**src/rtl/cmsdk_apb_master_arbiter.sv**
```systemverilog
// Two-requester APB master with round-robin arbitration.
// Each requester posts one transfer at a time; the arbiter runs it through
// the APB SETUP/ACCESS phases and returns a one-cycle completion pulse with
// read data and error status.
// Optional feature macro: APB_ARB_TIMEOUT_EN. When defined, ACCESS is
// abandoned after TIMEOUT_CYCLES wait states and the transfer completes
// with an error.
module cmsdk_apb_master_arbiter #(
    parameter int TIMEOUT_CYCLES = 255
) (
    input  logic        PCLK,
    input  logic        PRESET,
    input  logic        REQ0_VALID,
    output logic        REQ0_READY,
    input  logic [15:0] REQ0_ADDR,
    input  logic        REQ0_WRITE,
    input  logic [31:0] REQ0_WDATA,
    input  logic        REQ1_VALID,
    output logic        REQ1_READY,
    input  logic [15:0] REQ1_ADDR,
    input  logic        REQ1_WRITE,
    input  logic [31:0] REQ1_WDATA,
    output logic        RSP0_VALID,
    output logic [31:0] RSP0_RDATA,
    output logic        RSP0_ERR,
    output logic        RSP1_VALID,
    output logic [31:0] RSP1_RDATA,
    output logic        RSP1_ERR,
    output logic        PSEL,
    output logic        PENABLE,
    output logic        PWRITE,
    output logic [15:0] PADDR,
    output logic [31:0] PWDATA,
    output logic [3:0]  DECODE4BIT,
    input  logic        PREADY,
    input  logic [31:0] PRDATA,
    input  logic        PSLVERR
);

    typedef enum logic [1:0] {
        IDLE   = 2'd0,
        SETUP  = 2'd1,
        ACCESS = 2'd2
    } state_t;

    state_t      state;
    state_t      state_nxt;
    logic        grant_vld;
    logic        grant_sel;   // 0 = requester 0, 1 = requester 1
    logic        gid;         // requester owning the in-flight transfer
    logic        rr_last;     // requester granted most recently
    logic        done;        // transfer finishes this cycle
    logic        tmo;         // wait-state limit reached this cycle
    logic [31:0] rsp_rdata;
    logic        rsp_err;

`ifdef APB_ARB_TIMEOUT_EN
    logic [7:0] tmo_cnt;

    assign tmo = (state == ACCESS) && !PREADY &&
                 (tmo_cnt == 8'(TIMEOUT_CYCLES - 1));

    // Count ACCESS wait states; restart for every new transfer in SETUP.
    always_ff @(posedge PCLK) begin
        if (PRESET) begin
            tmo_cnt <= 8'd0;
        end else if (state == SETUP) begin
            tmo_cnt <= 8'd0;
        end else if (state == ACCESS && !PREADY) begin
            tmo_cnt <= tmo_cnt + 8'd1;
        end
    end
`else
    // Without the timeout, ACCESS waits for PREADY forever.
    logic [7:0] unused_tmo_cycles;
    assign unused_tmo_cycles = 8'(TIMEOUT_CYCLES);
    assign tmo = 1'b0;
`endif

    // Next state, arbitration and completion detection.
    always_comb begin
        state_nxt = state;
        grant_vld = 1'b0;
        grant_sel = 1'b0;
        done      = 1'b0;
        case (state)
            IDLE: begin
                if (REQ0_VALID || REQ1_VALID) begin
                    grant_vld = 1'b1;
                    // Contended: alternate; otherwise serve whoever asks.
                    grant_sel = (REQ0_VALID && REQ1_VALID) ? ~rr_last : REQ1_VALID;
                    state_nxt = SETUP;
                end
            end
            SETUP: state_nxt = ACCESS;
            ACCESS: begin
                if (PREADY || tmo) begin
                    done      = 1'b1;
                    state_nxt = IDLE;
                end
            end
            default: state_nxt = IDLE;
        endcase
    end

    // A grant is not acknowledged while reset is about to discard it.
    assign REQ0_READY = grant_vld && !grant_sel && !PRESET;
    assign REQ1_READY = grant_vld &&  grant_sel && !PRESET;

    assign PSEL       = (state != IDLE);
    assign PENABLE    = (state == ACCESS);
    assign DECODE4BIT = PADDR[15:12];

    // Completion payload: writes and timeouts return zero data.
    assign rsp_rdata = (PWRITE || tmo) ? 32'd0 : PRDATA;
    assign rsp_err   = tmo ? 1'b1 : PSLVERR;

    // FSM state register.
    always_ff @(posedge PCLK) begin
        if (PRESET) begin
            state <= IDLE;
        end else begin
            state <= state_nxt;
        end
    end

    // Capture granted request, hold APB payload, produce completion responses.
    always_ff @(posedge PCLK) begin
        if (PRESET) begin
            rr_last    <= 1'b1;   // first contended grant goes to requester 0
            gid        <= 1'b0;
            PADDR      <= 16'd0;
            PWRITE     <= 1'b0;
            PWDATA     <= 32'd0;
            RSP0_VALID <= 1'b0;
            RSP1_VALID <= 1'b0;
            RSP0_RDATA <= 32'd0;
            RSP1_RDATA <= 32'd0;
            RSP0_ERR   <= 1'b0;
            RSP1_ERR   <= 1'b0;
        end else begin
            if (grant_vld) begin
                rr_last <= grant_sel;
                gid     <= grant_sel;
                if (grant_sel) begin
                    PADDR  <= REQ1_ADDR;
                    PWRITE <= REQ1_WRITE;
                    PWDATA <= REQ1_WRITE ? REQ1_WDATA : 32'd0;
                end else begin
                    PADDR  <= REQ0_ADDR;
                    PWRITE <= REQ0_WRITE;
                    PWDATA <= REQ0_WRITE ? REQ0_WDATA : 32'd0;
                end
            end
            RSP0_VALID <= done && !gid;
            RSP1_VALID <= done &&  gid;
            if (done && !gid) begin
                RSP0_RDATA <= rsp_rdata;
                RSP0_ERR   <= rsp_err;
            end
            if (done && gid) begin
                RSP1_RDATA <= rsp_rdata;
                RSP1_ERR   <= rsp_err;
            end
        end
    end

endmodule

```
**config.mk**
```make
export PLATFORM = sky130hd
export DESIGN_NAME = cmsdk_apb_master_arbiter
export DESIGN_NICKNAME = d
export VERILOG_FILES = /design/src/rtl/cmsdk_apb_master_arbiter.sv
export SDC_FILE = /design/constraint.sdc
export NUM_CORES = 1
export LEC_CHECK = 0
export ABC_AREA = 1
export CORE_MARGIN = 10
export CORE_UTILIZATION = 25
export DETAILED_ROUTE_END_ITERATION = 8
export HOLD_SLACK_MARGIN = 0.03
export PLACE_DENSITY = 0.6
export SLEW_MARGIN = 10
export SYNTH_ARGS = -nofsm -noshare
export SYNTH_HDL_FRONTEND = slang
export SYNTH_SLANG_ARGS = --single-unit
```
**constraint.sdc**
```tcl
create_clock -name PCLK -period 1.8 [get_ports PCLK]
set_clock_uncertainty 0.15 [all_clocks]
set_input_delay 0.18 -clock PCLK [delete_from_list [all_inputs] [get_ports PCLK]]
set_output_delay 0.18 -clock PCLK [all_outputs]
set_load 0.02 [all_outputs]
```
==> metrics.md, run 1 <==
| Metric | Value |
|---|---|
| H-tree Lvls | `4` |
| Die height | `between 150 and 200 µm` |
| Antenna Diode Count | `0` |
| Minimum clock period | `1.739 ns` |
| DR vias/cell | `4.088` |
| Clock Pin Slew Worst Setup and Hold Paths | `0.06 ns` |
| Die area | `0.03005 mm²` |
| Routability cong. | `0.7977` |
| Startpoint Class | `flop` |
| Net count after synthesis | `around 1100` |
| Synth Area in XOR/XNOR | `0%` |
| Core area | `0.02333 mm²` |
| GRT Residual Overflow | `0` |
| Clk root buf | `clkbuf_16` |
| Crit Path Max Fanout | `3` |
| Hold WC Path Type | `input port to flop` |
| P_int | `6.439 mW` |
| DIE WIDTH | `roughly 170 µm` |
| Initial antenna violation count | `0` |
| Worst r2r path cells | `6` |
| Comb pwr share | `between 20% and 30%` |
| Inserted Clock Buffers | `17` |
| Most numerous cell in the Yosys netlist | `nand2_1` |
| Placed insts | `1506` |
| Final Non-Filler Cells | `1542` |
| Post-synth cell types | `21` |
| Clock insertion delay at the later pin of the skew report | `between 0.4 and 0.5 ns` |
| I/O pin count | `261` |
| Synth async-reset ratio | `0%` |
| Hold_ws | `0.04672 ns` |
| Max Freq | `575.2 MHz` |
| Post-synthesis sequential area ratio | `41.20%` |
| Initial Utilization | `between 20% and 30%` |
| Synth area leaders | `dfxtp_1, nand2_1, nor2_1` |
| Port Buffers | `between 200 and 300` |
| Critical Path AT | `1.41 ns` |
| TritonCTS Sinks | `121` |
| Sum of negative setup slack | `0 ns` |
| Final period utilization | `96.59%` |
| Worst-Margin Slew | `between 0.4 and 0.5 ns` |
| Overall routed net length | `22.21 mm` |
| Worst setup EP type | `output port` |
| Synth cell count leaders | `nand2_1, nor2_1, inv_1, dfxtp_1, a21oi_1` |
| Drt wl/cell | `14.40 µm` |
| Post-cts hold buffer count | `0` |
| Synthesis warning total | `0` |
| Final hold viol count | `0` |
| Syn Area/Cell | `around 6 µm²` |
| CTS tree | `built` |
| Std-Cell Rows | `56` |
| Hpwl dp | `roughly 16 mm` |
| First-pass GRT wire length | `34.99 mm` |
| Layout cells sized above 1 | `7.441%` |
| Via count | `6303` |
| Crit-path slowest cell | `clkdlybuf4s50_1` |
| Placement Cell Area | `0.008914 mm²` |
| Synth Area in Simple Gates | `36.94%` |
| Mux cell area share after synthesis | `0%` |
| CP max stage delay | `0.63 ns` |
| Cell Area, Synth | `0.005879 mm²` |
| Switching power total | `2.586 mW` |
| Seq pwr share | `33.1%` |
| ANT nets after route | `0` |
| Largest family of logic cells by synthesized area | `simple AND/OR/NAND/NOR gates` |
| Slew Viols, Final | `0` |
| Largest net degree at the start of global routing | `47` |
| Finished Cell Area | `between 0.009 and 0.01 mm²` |
| Area growth, synth to finish | `63.95%` |
| Synth Flop Type | `dfxtp_1` |
| Max VDD drop | `roughly 0.43 mV` |
| Yosys reg bits | `121` |
| Switching share of power | `28.66%` |
| DR pass1 iterations | `4` |
| Vias in the first global route | `6178` |
| Critical Path RT | `about 1.5 ns` |
| Area leader, netlist | `dfxtp_1` |
| Relative slew slack | `70.13%` |
| RSZ-0062 raised after global routing | `yes` |
| Pwr Density | `approximately 940 mW/mm²` |
| Mapped Cells | `952` |
| Final setup violation count | `0` |
| First DRT Iteration DRCs | `390` |
| Clk pwr share | `43.0%` |
| Maximum buffer depth of the clock tree | `2` |
| CP Cell Sequence | `clkdlybuf4s50_1` |
| CP Class | `flop to output port` |
| Compound-Gate Fraction of Synth Area | `5.874%` |
| Static Leak | `4.759 nW` |
| WHS Path Cells | `3` |
| DRC Markers | `0` |
| Final core utilization | `41.31%` |
| CP top delay family | `buffers and inverters` |
| EDFF count, synth | `0` |
| Levels on crit path | `1` |
| CP bufs+invs | `1` |
| Status | `finished, final reports clean` |
| All-Layer GR Usage | `~14%` |
| Layout Nets | `around 1300` |
| Adder-cell share of the synthesized area | `0%` |
| Max-capacitance violation count | `0` |
| Share of the synthesized area in the top cell type | `41.20%` |
## registers in the layout, summed over array words and instances, names as in the netlist
name,flops
RSP0_VALID,1
PADDR,16
PWRITE,1
PWDATA,32
rr_last,1
RSP0_RDATA,32
RSP1_ERR,1
RSP1_VALID,1
gid,1
RSP1_RDATA,32
RSP0_ERR,1
state,2
## metrics by stage
| stage | setup WS (ns) | power (mW) |
|---|---|---|
| floorplan | 0.2847 | 4.168 |
| global placement | -0.1479 | 5.181 |
| detailed placement | -0.1631 | 5.191 |
| CTS | 0.001614 | 9.144 |
| global route | -0.01105 | 9.497 |
| finish | 0.06147 | 9.025 |
## layout make-up
cell class / instances / area, µm²
Clock inverter: 12 / 210.2
Tap cell: 319 / 399.1
Timing Repair Buffer: 300 / 3015
Sequential cell: 121 / 2424
Multi-Input combinational cell: 611 / 2537
Inverter: 159 / 596.8
Fill cell: 2495 / 13690
Clock buffer: 20 / 456.7
## per-layer routing
| layer | part of all wire, % | GRT usage [%] | vias to the layer above | wire (µm) |
|---|---|---|---|---|
| met5 | 0 | 0 | - | 0 |
| met4 | 1.0 | 3.917 | 0 | 228 |
| met3 | 9.9 | 6.426 | 12 | 2198 |
| met2 | 43 | 21.83 | 206 | 9462 |
| met1 | 46 | 18.20 | 2766 | 10320 |
| li1 | - | - | 3319 | - |
## placed cells by master, fill, tap and decap left out, drive strengths merged
master,instances
inv,162
buf,43
nor2,178
dlygate4sd2,2
nand3,38
clkbuf,21
a21oi,44
clkdlybuf4s50,251
dlymetal6s2s,2
clkinv,3
o21ai,25
clkdlybuf4s15,1
nand2,309
nand4,17
clkinvlp,1
dfxtp,121
bufinv,5
## cell families after synthesis
kind of cell,count (synthesis)
AND/OR/NAND/NOR,542
buffers and inverters,220
flip-flops,121
AO/OA/AOI/OAI,69
## timing repair
item | in CTS | in global routing
endpoints found under the setup margin | 6 | 6
gates resized for setup | 12 | 10
buffers inserted | 1 | 3
pin swaps | 1 | 2
cloned | 0 | 0
## worst paths after layout
path                                 endpoint  slack [ns]                         from
hold / removal         PADDR[10]$_SDFFE_PP0P_        0.05                       PRESET
setup / recovery                       PWRITE        0.06          PWRITE$_SDFFE_PP0P_
hold reg to reg   RSP1_RDATA[12]$_SDFFE_PP0P_        0.31  RSP1_RDATA[12]$_SDFFE_PP0P_
setup reg to reg   RSP0_RDATA[1]$_SDFFE_PP0P_        0.19        state[0]$_SDFFE_PP0P_
## power groups by stage
stage	clock network [mW]	registers, mW	logic, mW
detailed placement	0	3.05	2.15
floorplan	0	3.26	0.905
finish	3.88	2.99	2.15
CTS	3.99	2.99	2.16
global route	4.10	3.01	2.38
global placement	0	3.04	2.14
Note: power is estimated with default switching activity, not from simulation.
==> inputs of run 2 (changes only) <==
--- a/config.mk
+++ b/config.mk
@@ -6,8 +6,10 @@
 export NUM_CORES = 1
 export LEC_CHECK = 0
 export ABC_AREA = 1
+export CAP_MARGIN = 20
 export CORE_MARGIN = 10
 export CORE_UTILIZATION = 25
+export CTS_CLUSTER_DIAMETER = 80
 export DETAILED_ROUTE_END_ITERATION = 8
 export HOLD_SLACK_MARGIN = 0.03
 export PLACE_DENSITY = 0.6
==> results of run 2 <==
The final DEF is identical to that of run 1; final timing and power are the same.
